[config.mk]
export PLATFORM = sky130hd
export DESIGN_NAME = mult_div_unit_flat
export DESIGN_NICKNAME = d
export VERILOG_FILES = /design/src/rtl/mult_div_unit_if.sv /design/src/rtl/mult_div_unit.sv /design/src/flat_wrapper.sv
export SDC_FILE = /design/constraint.sdc
export NUM_CORES = 1
export LEC_CHECK = 0
export BUFFER_PORTS_ARGS = -buffer_cell sky130_fd_sc_hd__buf_2
export CELL_PAD_IN_SITES_DETAIL_PLACEMENT = 1
export CELL_PAD_IN_SITES_GLOBAL_PLACEMENT = 2
export CORE_AREA = 3 3 263 188
export CTS_BUF_LIST = sky130_fd_sc_hd__clkbuf_16
export CTS_CLUSTER_SIZE = 28
export DETAILED_ROUTE_END_ITERATION = 10
export DIE_AREA = 0 0 266 191
export PLACE_DENSITY = 0.87
export RECOVER_POWER = 25
export SKIP_LAST_GASP = 1
export SYNTH_ARGS = -nofsm -noshare
export SYNTH_HDL_FRONTEND = slang
export SYNTH_SLANG_ARGS = --single-unit
[constraint.sdc]
create_clock -name clk -period 4.77 [get_ports clk]
set_input_delay 0.2385 -clock clk [delete_from_list [all_inputs] [get_ports clk]]
set_output_delay 0.2385 -clock clk [all_outputs]
set_load 0.005 [all_outputs]
[src/rtl/mult_div_unit_if.sv]
// Handshake and data bundle between the pipeline controller and the multiply/divide unit.
// The controller drives the slave inputs; the unit returns busy/done and the HI/LO read port.
interface mult_div_unit_if #(
  parameter int WIDTH = 32
);
  logic             start;
  logic [1:0]       op;
  logic [WIDTH-1:0] srca;
  logic [WIDTH-1:0] srcb;
  logic [1:0]       hilo_wr;
  logic [1:0]       hilo_disable;
  logic             hilosrc;
  logic             busy;
  logic             done;
  logic [WIDTH-1:0] hilo_rdata;

  modport master (
    output start, op, srca, srcb, hilo_wr, hilo_disable, hilosrc,
    input  busy, done, hilo_rdata
  );

  modport slave (
    input  start, op, srca, srcb, hilo_wr, hilo_disable, hilosrc,
    output busy, done, hilo_rdata
  );
endinterface

[src/rtl/mult_div_unit.sv]
// Iterative MULT/MULTU/DIV/DIVU unit owning the architectural HI/LO registers.
// One radix-2 iteration per cycle, followed by a single sign-fixup cycle that commits HI/LO.
module mult_div_unit #(
  parameter int WIDTH = 32
) (
  input  logic           clk,
  input  logic           reset,
  mult_div_unit_if.slave bus
);
  localparam int CW = $clog2(WIDTH);

  typedef enum logic [1:0] {IDLE, RUN, FIXUP} state_t;

  state_t             r_state;
  logic               r_busy;
  logic               r_done;
  logic               r_isDiv;
  logic               r_divZero;
  logic               r_negXor;
  logic               r_negRem;
  logic [CW-1:0]      r_count;
  logic [WIDTH-1:0]   r_operand;
  logic [WIDTH-1:0]   r_rawA;
  logic [2*WIDTH-1:0] r_acc;
  logic [WIDTH-1:0]   r_hi;
  logic [WIDTH-1:0]   r_lo;

  logic               w_signed;
  logic               w_signA;
  logic               w_signB;
  logic [WIDTH-1:0]   w_magA;
  logic [WIDTH-1:0]   w_magB;
  logic [WIDTH:0]     w_sum;
  logic [WIDTH:0]     w_shift;
  logic [WIDTH:0]     w_trial;
  logic               w_trialOk;
  logic [2*WIDTH-1:0] w_prod;
  logic [WIDTH-1:0]   w_quo;
  logic [WIDTH-1:0]   w_rem;

  assign w_signed = ~bus.op[0];
  assign w_signA  = w_signed & bus.srca[WIDTH-1];
  assign w_signB  = w_signed & bus.srcb[WIDTH-1];
  assign w_magA   = w_signA ? -bus.srca : bus.srca;
  assign w_magB   = w_signB ? -bus.srcb : bus.srcb;

  // Multiply keeps {partial HI, remaining multiplier} in r_acc; divide keeps {remainder, dividend/quotient}.
  assign w_sum     = {1'b0, r_acc[2*WIDTH-1:WIDTH]} + (r_acc[0] ? {1'b0, r_operand} : '0);
  assign w_shift   = {r_acc[2*WIDTH-1:WIDTH], r_acc[WIDTH-1]};
  assign w_trial   = w_shift - {1'b0, r_operand};
  assign w_trialOk = ~w_trial[WIDTH];

  assign w_prod = r_negXor ? -r_acc : r_acc;
  assign w_quo  = r_negXor ? -r_acc[WIDTH-1:0] : r_acc[WIDTH-1:0];
  assign w_rem  = r_negRem ? -r_acc[2*WIDTH-1:WIDTH] : r_acc[2*WIDTH-1:WIDTH];

  assign bus.busy       = r_busy;
  assign bus.done       = r_done;
  assign bus.hilo_rdata = bus.hilosrc ? r_hi : r_lo;

  always_ff @(posedge clk or negedge reset) begin
    if (!reset) begin
      r_state   <= IDLE;
      r_busy    <= 1'b0;
      r_done    <= 1'b0;
      r_isDiv   <= 1'b0;
      r_divZero <= 1'b0;
      r_negXor  <= 1'b0;
      r_negRem  <= 1'b0;
      r_count   <= '0;
      r_operand <= '0;
      r_rawA    <= '0;
      r_acc     <= '0;
      r_hi      <= '0;
      r_lo      <= '0;
    end else begin
      r_done <= 1'b0;
      case (r_state)
        IDLE: begin
          if (bus.start) begin
            r_state   <= RUN;
            r_busy    <= 1'b1;
            r_isDiv   <= bus.op[1];
            r_count   <= '0;
            r_rawA    <= bus.srca;
            r_divZero <= (bus.srcb == '0);
            r_negXor  <= w_signA ^ w_signB;
            r_negRem  <= w_signA;
            if (bus.op[1]) begin
              r_operand <= w_magB;
              r_acc     <= {{WIDTH{1'b0}}, w_magA};
            end else begin
              r_operand <= w_magA;
              r_acc     <= {{WIDTH{1'b0}}, w_magB};
            end
          end else begin
            if (bus.hilo_wr[1] && !bus.hilo_disable[1]) r_hi <= bus.srca;
            if (bus.hilo_wr[0] && !bus.hilo_disable[0]) r_lo <= bus.srca;
          end
        end
        RUN: begin
          r_count <= r_count + CW'(1);
          if (r_isDiv) begin
            r_acc <= {(w_trialOk ? w_trial[WIDTH-1:0] : w_shift[WIDTH-1:0]),
                      r_acc[WIDTH-2:0], w_trialOk};
          end else begin
            r_acc <= {w_sum, r_acc[WIDTH-1:1]};
          end
          if (r_count == CW'(WIDTH-1)) r_state <= FIXUP;
        end
        FIXUP: begin
          r_state <= IDLE;
          r_busy  <= 1'b0;
          r_done  <= 1'b1;
          // Divide by zero reports the raw dividend untouched by any sign fixup.
          if (!r_isDiv) begin
            {r_hi, r_lo} <= w_prod;
          end else if (r_divZero) begin
            r_lo <= '1;
            r_hi <= r_rawA;
          end else begin
            r_lo <= w_quo;
            r_hi <= w_rem;
          end
        end
        default: r_state <= IDLE;
      endcase
    end
  end
endmodule
[src/flat_wrapper.sv]
// flat-port wrapper written by rule: the top's interface ports become plain ports
module mult_div_unit_flat 
#(
  parameter int WIDTH = 32
)
  (clk, reset, bus_start, bus_op, bus_srca, bus_srcb, bus_hilo_wr, bus_hilo_disable, bus_hilosrc, bus_busy, bus_done, bus_hilo_rdata);
  mult_div_unit_if #(.WIDTH(WIDTH)) bus_i ();
  input  logic clk;
  input  logic reset;
  input wire logic [$bits(bus_i.start)-1:0] bus_start;
  input wire logic [$bits(bus_i.op)-1:0] bus_op;
  input wire logic [$bits(bus_i.srca)-1:0] bus_srca;
  input wire logic [$bits(bus_i.srcb)-1:0] bus_srcb;
  input wire logic [$bits(bus_i.hilo_wr)-1:0] bus_hilo_wr;
  input wire logic [$bits(bus_i.hilo_disable)-1:0] bus_hilo_disable;
  input wire logic [$bits(bus_i.hilosrc)-1:0] bus_hilosrc;
  output wire logic [$bits(bus_i.busy)-1:0] bus_busy;
  output wire logic [$bits(bus_i.done)-1:0] bus_done;
  output wire logic [$bits(bus_i.hilo_rdata)-1:0] bus_hilo_rdata;
  assign bus_i.start = bus_start;
  assign bus_i.op = bus_op;
  assign bus_i.srca = bus_srca;
  assign bus_i.srcb = bus_srcb;
  assign bus_i.hilo_wr = bus_hilo_wr;
  assign bus_i.hilo_disable = bus_hilo_disable;
  assign bus_i.hilosrc = bus_hilosrc;
  assign bus_busy = bus_i.busy;
  assign bus_done = bus_i.done;
  assign bus_hilo_rdata = bus_i.hilo_rdata;
  mult_div_unit #(.WIDTH(WIDTH)) u_core (.clk(clk), .reset(reset), .bus(bus_i));
endmodule
==> flow_metrics.py <==
metrics = {
    "synth": {
        "async_reset_ff_share_pct": 100,
        "synth-seq-cells": 205,
        "synthCells": 2226,
        "syn_nets": 2372,
        "synth_cell_types": 74,
        "synth_area_sq_um": 17300,
        "yosysWarnings": 0,
        "synth.yosys.seq_area_share_pct": 29.6,
        "synth_ff_type": "dfrtp_1",
        "avgSynthCellArea_sq_um": 7.79,
        "synth-edff-count": 0,
    },
    "timing": {
        "worst_slew_pin_slew_ps": 2920,
        "skew_ps": 21.1,
        "setup_tns_ps": 0,
        "post-route-period-util_pct": 87.2,
        "rsz0062_at_grt": "no",
        "timing.final.max_slew_violations": 129,
        "min_period_ps": 4160,
        "hold_violations": 0,
        "worst_slew_margin_rel_pct": -94.6,
        "setup_viol": 0,
        "max_freq_ghz": 0.240,
        "whs_ps": 22.4,
    },
    "finish": {
        "drive_gt1_share_pct": 11.3,
        "area_growth_pct": 11.3,
        "nFillCells": 5744,
        "finalInstanceArea_sq_um": 19300,
        "final_common_cell": "nand2_1",
        "layout_common_cells": "341 x nand2_1, 232 x o21ai_0, 202 x dfrtp_1, 169 x nor2_1, 149 x a21oi_1",
        "fin_nets": 2392,
        "antenna_cells": 0,
    },
    "detailed_routing": {
        "wl_um": 72700,
        "antenna_left": 0,
        "drt_iter0_markers": 1715,
        "vias_per_cell": 6.13,
        "wire_per_inst_um": 25.2,
        "via_count": 17674,
        "drc_errors": 0,
        "drt_pre_antenna_iters": 5,
    },
    "job": {
        "cap_viol_max_count": 2,
    },
    "setup_path": {
        "cp_top_family": "compound AO/OA/AOI/OAI gates",
        "cp_num_buf_inv": 2,
        "worstSetupPathType": "reg2reg",
        "slowest_delay_ps": 500,
        "cp-startpoint": "u_core.r_acc[0]",
        "end_kind": "flop",
        "crit_path_frequent_cell": "a211o_1",
        "required_ps": 5180,
        "start_kind": "flop",
        "crit_fanout": 21,
        "r2r-start": "u_core.r_acc[0]",
        "crit_arrival_ps": 4570,
        "slowest_stage": "dfrtp_1",
        "crit_chain": "inv_1 > buf_4 > nor2_1 > ha_1 > a21o_1 > o21a_1 > a211o_1 > a211o_1 > o31a_1 > a31o_2 > a31oi_1 > o21ai_0 > xnor2_1 > o221ai_1",
    },
    "floorplan": {
        "die_x_um": 266,
        "core-area_sq_um": 47300,
        "start_util_pct": 36.7,
        "rows": 67,
        "die_h_um": 191,
        "die-area_sq_um": 50800,
        "io_pins": 108,
    },
    "cts": {
        "clk_path_buf_depth": 3,
        "clock_latency_ps": 560,
        "cts_tree": "yes",
        "cts-buffers-inserted": 24,
        "path_clk_slew_ps": 70,
        "cts_resized": 0,
        "cts.sinks": 205,
        "cts_max_level": 1,
        "cts_root_buf": "clkbuf_16",
    },
    "status": {
        "outcome": "complete, but fails checks",
        "violations": "capacitance limit, slew limit",
    },
    "power": {
        "peakVddDrop_mv": 0.350,
        "power.leakage_nw": 8.29,
        "power_per_cell_area_nw_per_um2": 827,
    },
    "placed_design": {
        "hpwl_um": 55000,
        "gp_congestion": 0.960,
        "portBuffers": 107,
        "place_area_sq_um": 18400,
    },
    "global_route": {
        "grt_first_pass_wirelength_um": 110000,
        "grt_usage_pct": 28.0,
        "grt_max_degree": 133,
        "overflow": 0,
        "grt_pass1_vias": 17433,
        "antenna_found_initial": 1,
    },
    "hold_path": {
        "hold_path_class": "in2reg",
        "min_from": "bus_srca[21]",
    },
}
-- power by group --
part / total, mW / internal [mW] / switching (mW)
Clock: 1.92 / 1.06 / 0.856
Combinational: 10.3 / 4.06 / 6.21
Sequential: 3.77 / 2.60 / 1.17
-- worst register-to-register path, cell delays in order (launching register included) --
cell and delay (ps):
dfrtp_1 500, inv_1 410, buf_4 360, nor2_1 100, ha_1 370, a21o_1 230
o21a_1 190, a211o_1 260, a211o_1 280, o31a_1 290, a31o_2 320, a31oi_1 280
o21ai_0 150, xnor2_1 160, o221ai_1 130
-- cell usage after synthesis, types with 11 or more instances --
cell type / count / area [sq um]
nand2_1: 341 / 1280
o21ai_0: 232 / 1160
dfrtp_1: 205 / 5130
nor2_1: 172 / 646
a21oi_1: 149 / 746
clkbuf_1: 136 / 510
xnor2_1: 118 / 1030
xor2_1: 83 / 727
ha_1: 70 / 876
inv_1: 66 / 248
mux2i_1: 66 / 661
a211oi_1: 46 / 345
a21o_1: 43 / 323
o22ai_1: 42 / 263
mux2_2: 33 / 372
o211ai_1: 33 / 248
nor3_1: 30 / 150
nand3_1: 26 / 130
o31ai_1: 26 / 195
a22oi_1: 25 / 188
nand2b_1: 23 / 144
buf_1: 20 / 75.1
a31oi_1: 19 / 119
or3_1: 19 / 119
and2_1: 15 / 93.8
o41ai_1: 14 / 123
and3_1: 13 / 81.3
nor4_1: 12 / 75.1
or4_1: 11 / 82.6
-- sequential cells by signal, summed over array words and instances (netlist names) --
signal,flops
u_core.r_state,2
u_core.bus.done,1
u_core.bus.busy,1
u_core.r_acc,64
u_core.r_lo,32
u_core.r_count,5
u_core.r_divZero,1
u_core.r_rawA,32
u_core.r_isDiv,1
u_core.r_hi,32
u_core.r_operand,32
u_core.r_negRem,1
u_core.r_negXor,1
-- final timing paths --
path | cells past startpoint | slack, ps | endpoint
setup reg to reg | 14 | 610 | u_core.r_acc[61]
setup / recovery | 14 | 610 | u_core.r_acc[61]
hold reg to reg | 2 | 480 | u_core.r_rawA[4]
hold / removal | 3 | 20 | u_core.r_rawA[21]
max in group asynchronous | 2 | 1880 | u_core.r_count[0]
min in group asynchronous | 2 | 1120 | u_core.r_hi[30]
-- repair_timing --
| action | in CTS | in global routing |
|---|---|---|
| endpoints found under the setup margin | 0 | 0 |
| buffers inserted | 0 | 0 |
| hold buffers | 10 | 0 |
| hold endpoints to repair | 112 | 0 |
-- per-stage QoR --
stage / setup slack (ps) / instances / utilization [%] / total power [mW]
2_1_floorplan: 1160 / 2226 / - / 10.4
3_3_place_gp: 800 / 2831 / 39.0 / 13.4
3_5_place_dp: 699 / 2831 / 39.0 / 13.8
4_1_cts: 692 / 2885 / 40.8 / 15.8
5_1_grt: 354 / 2885 / 40.8 / 17.1
6_report: 611 / 2885 / 40.8 / 16.0
-- cells by family after synthesis --
logic type	Yosys count	synth area share (%)
AND/OR/NAND/NOR	718	18.8
AO/OA/AOI/OAI	701	25.1
buffers and inverters	230	5.11
flip-flops	205	29.6
XOR/XNOR	201	10.2
multiplexers	99	5.96
adder cells (fa/ha/maj)	72	5.28
-- routing by layer --
layer | vias up | wire [um] | GRT usage, %
met3 | 103 | 6640 | 6.33
met1 | 8923 | 34500 | 42.3
li1 | 7941 | - | -
met2 | 707 | 30100 | 40.6
met5 | - | 0 | 0
met4 | 0 | 1530 | 5.79
-- final cells by class --
cell class,instances,area (sq um),area share (%)
Multi-Input combinational cell,1791,11400,59.0
Sequential cell,205,5140,26.6
Timing Repair Buffer,156,973,5.05
Tap cell,621,777,4.03
Clock buffer,25,626,3.24
Inverter,68,255,1.32
Clock inverter,19,149,0.772
Power figures use the tool's default switching activity.
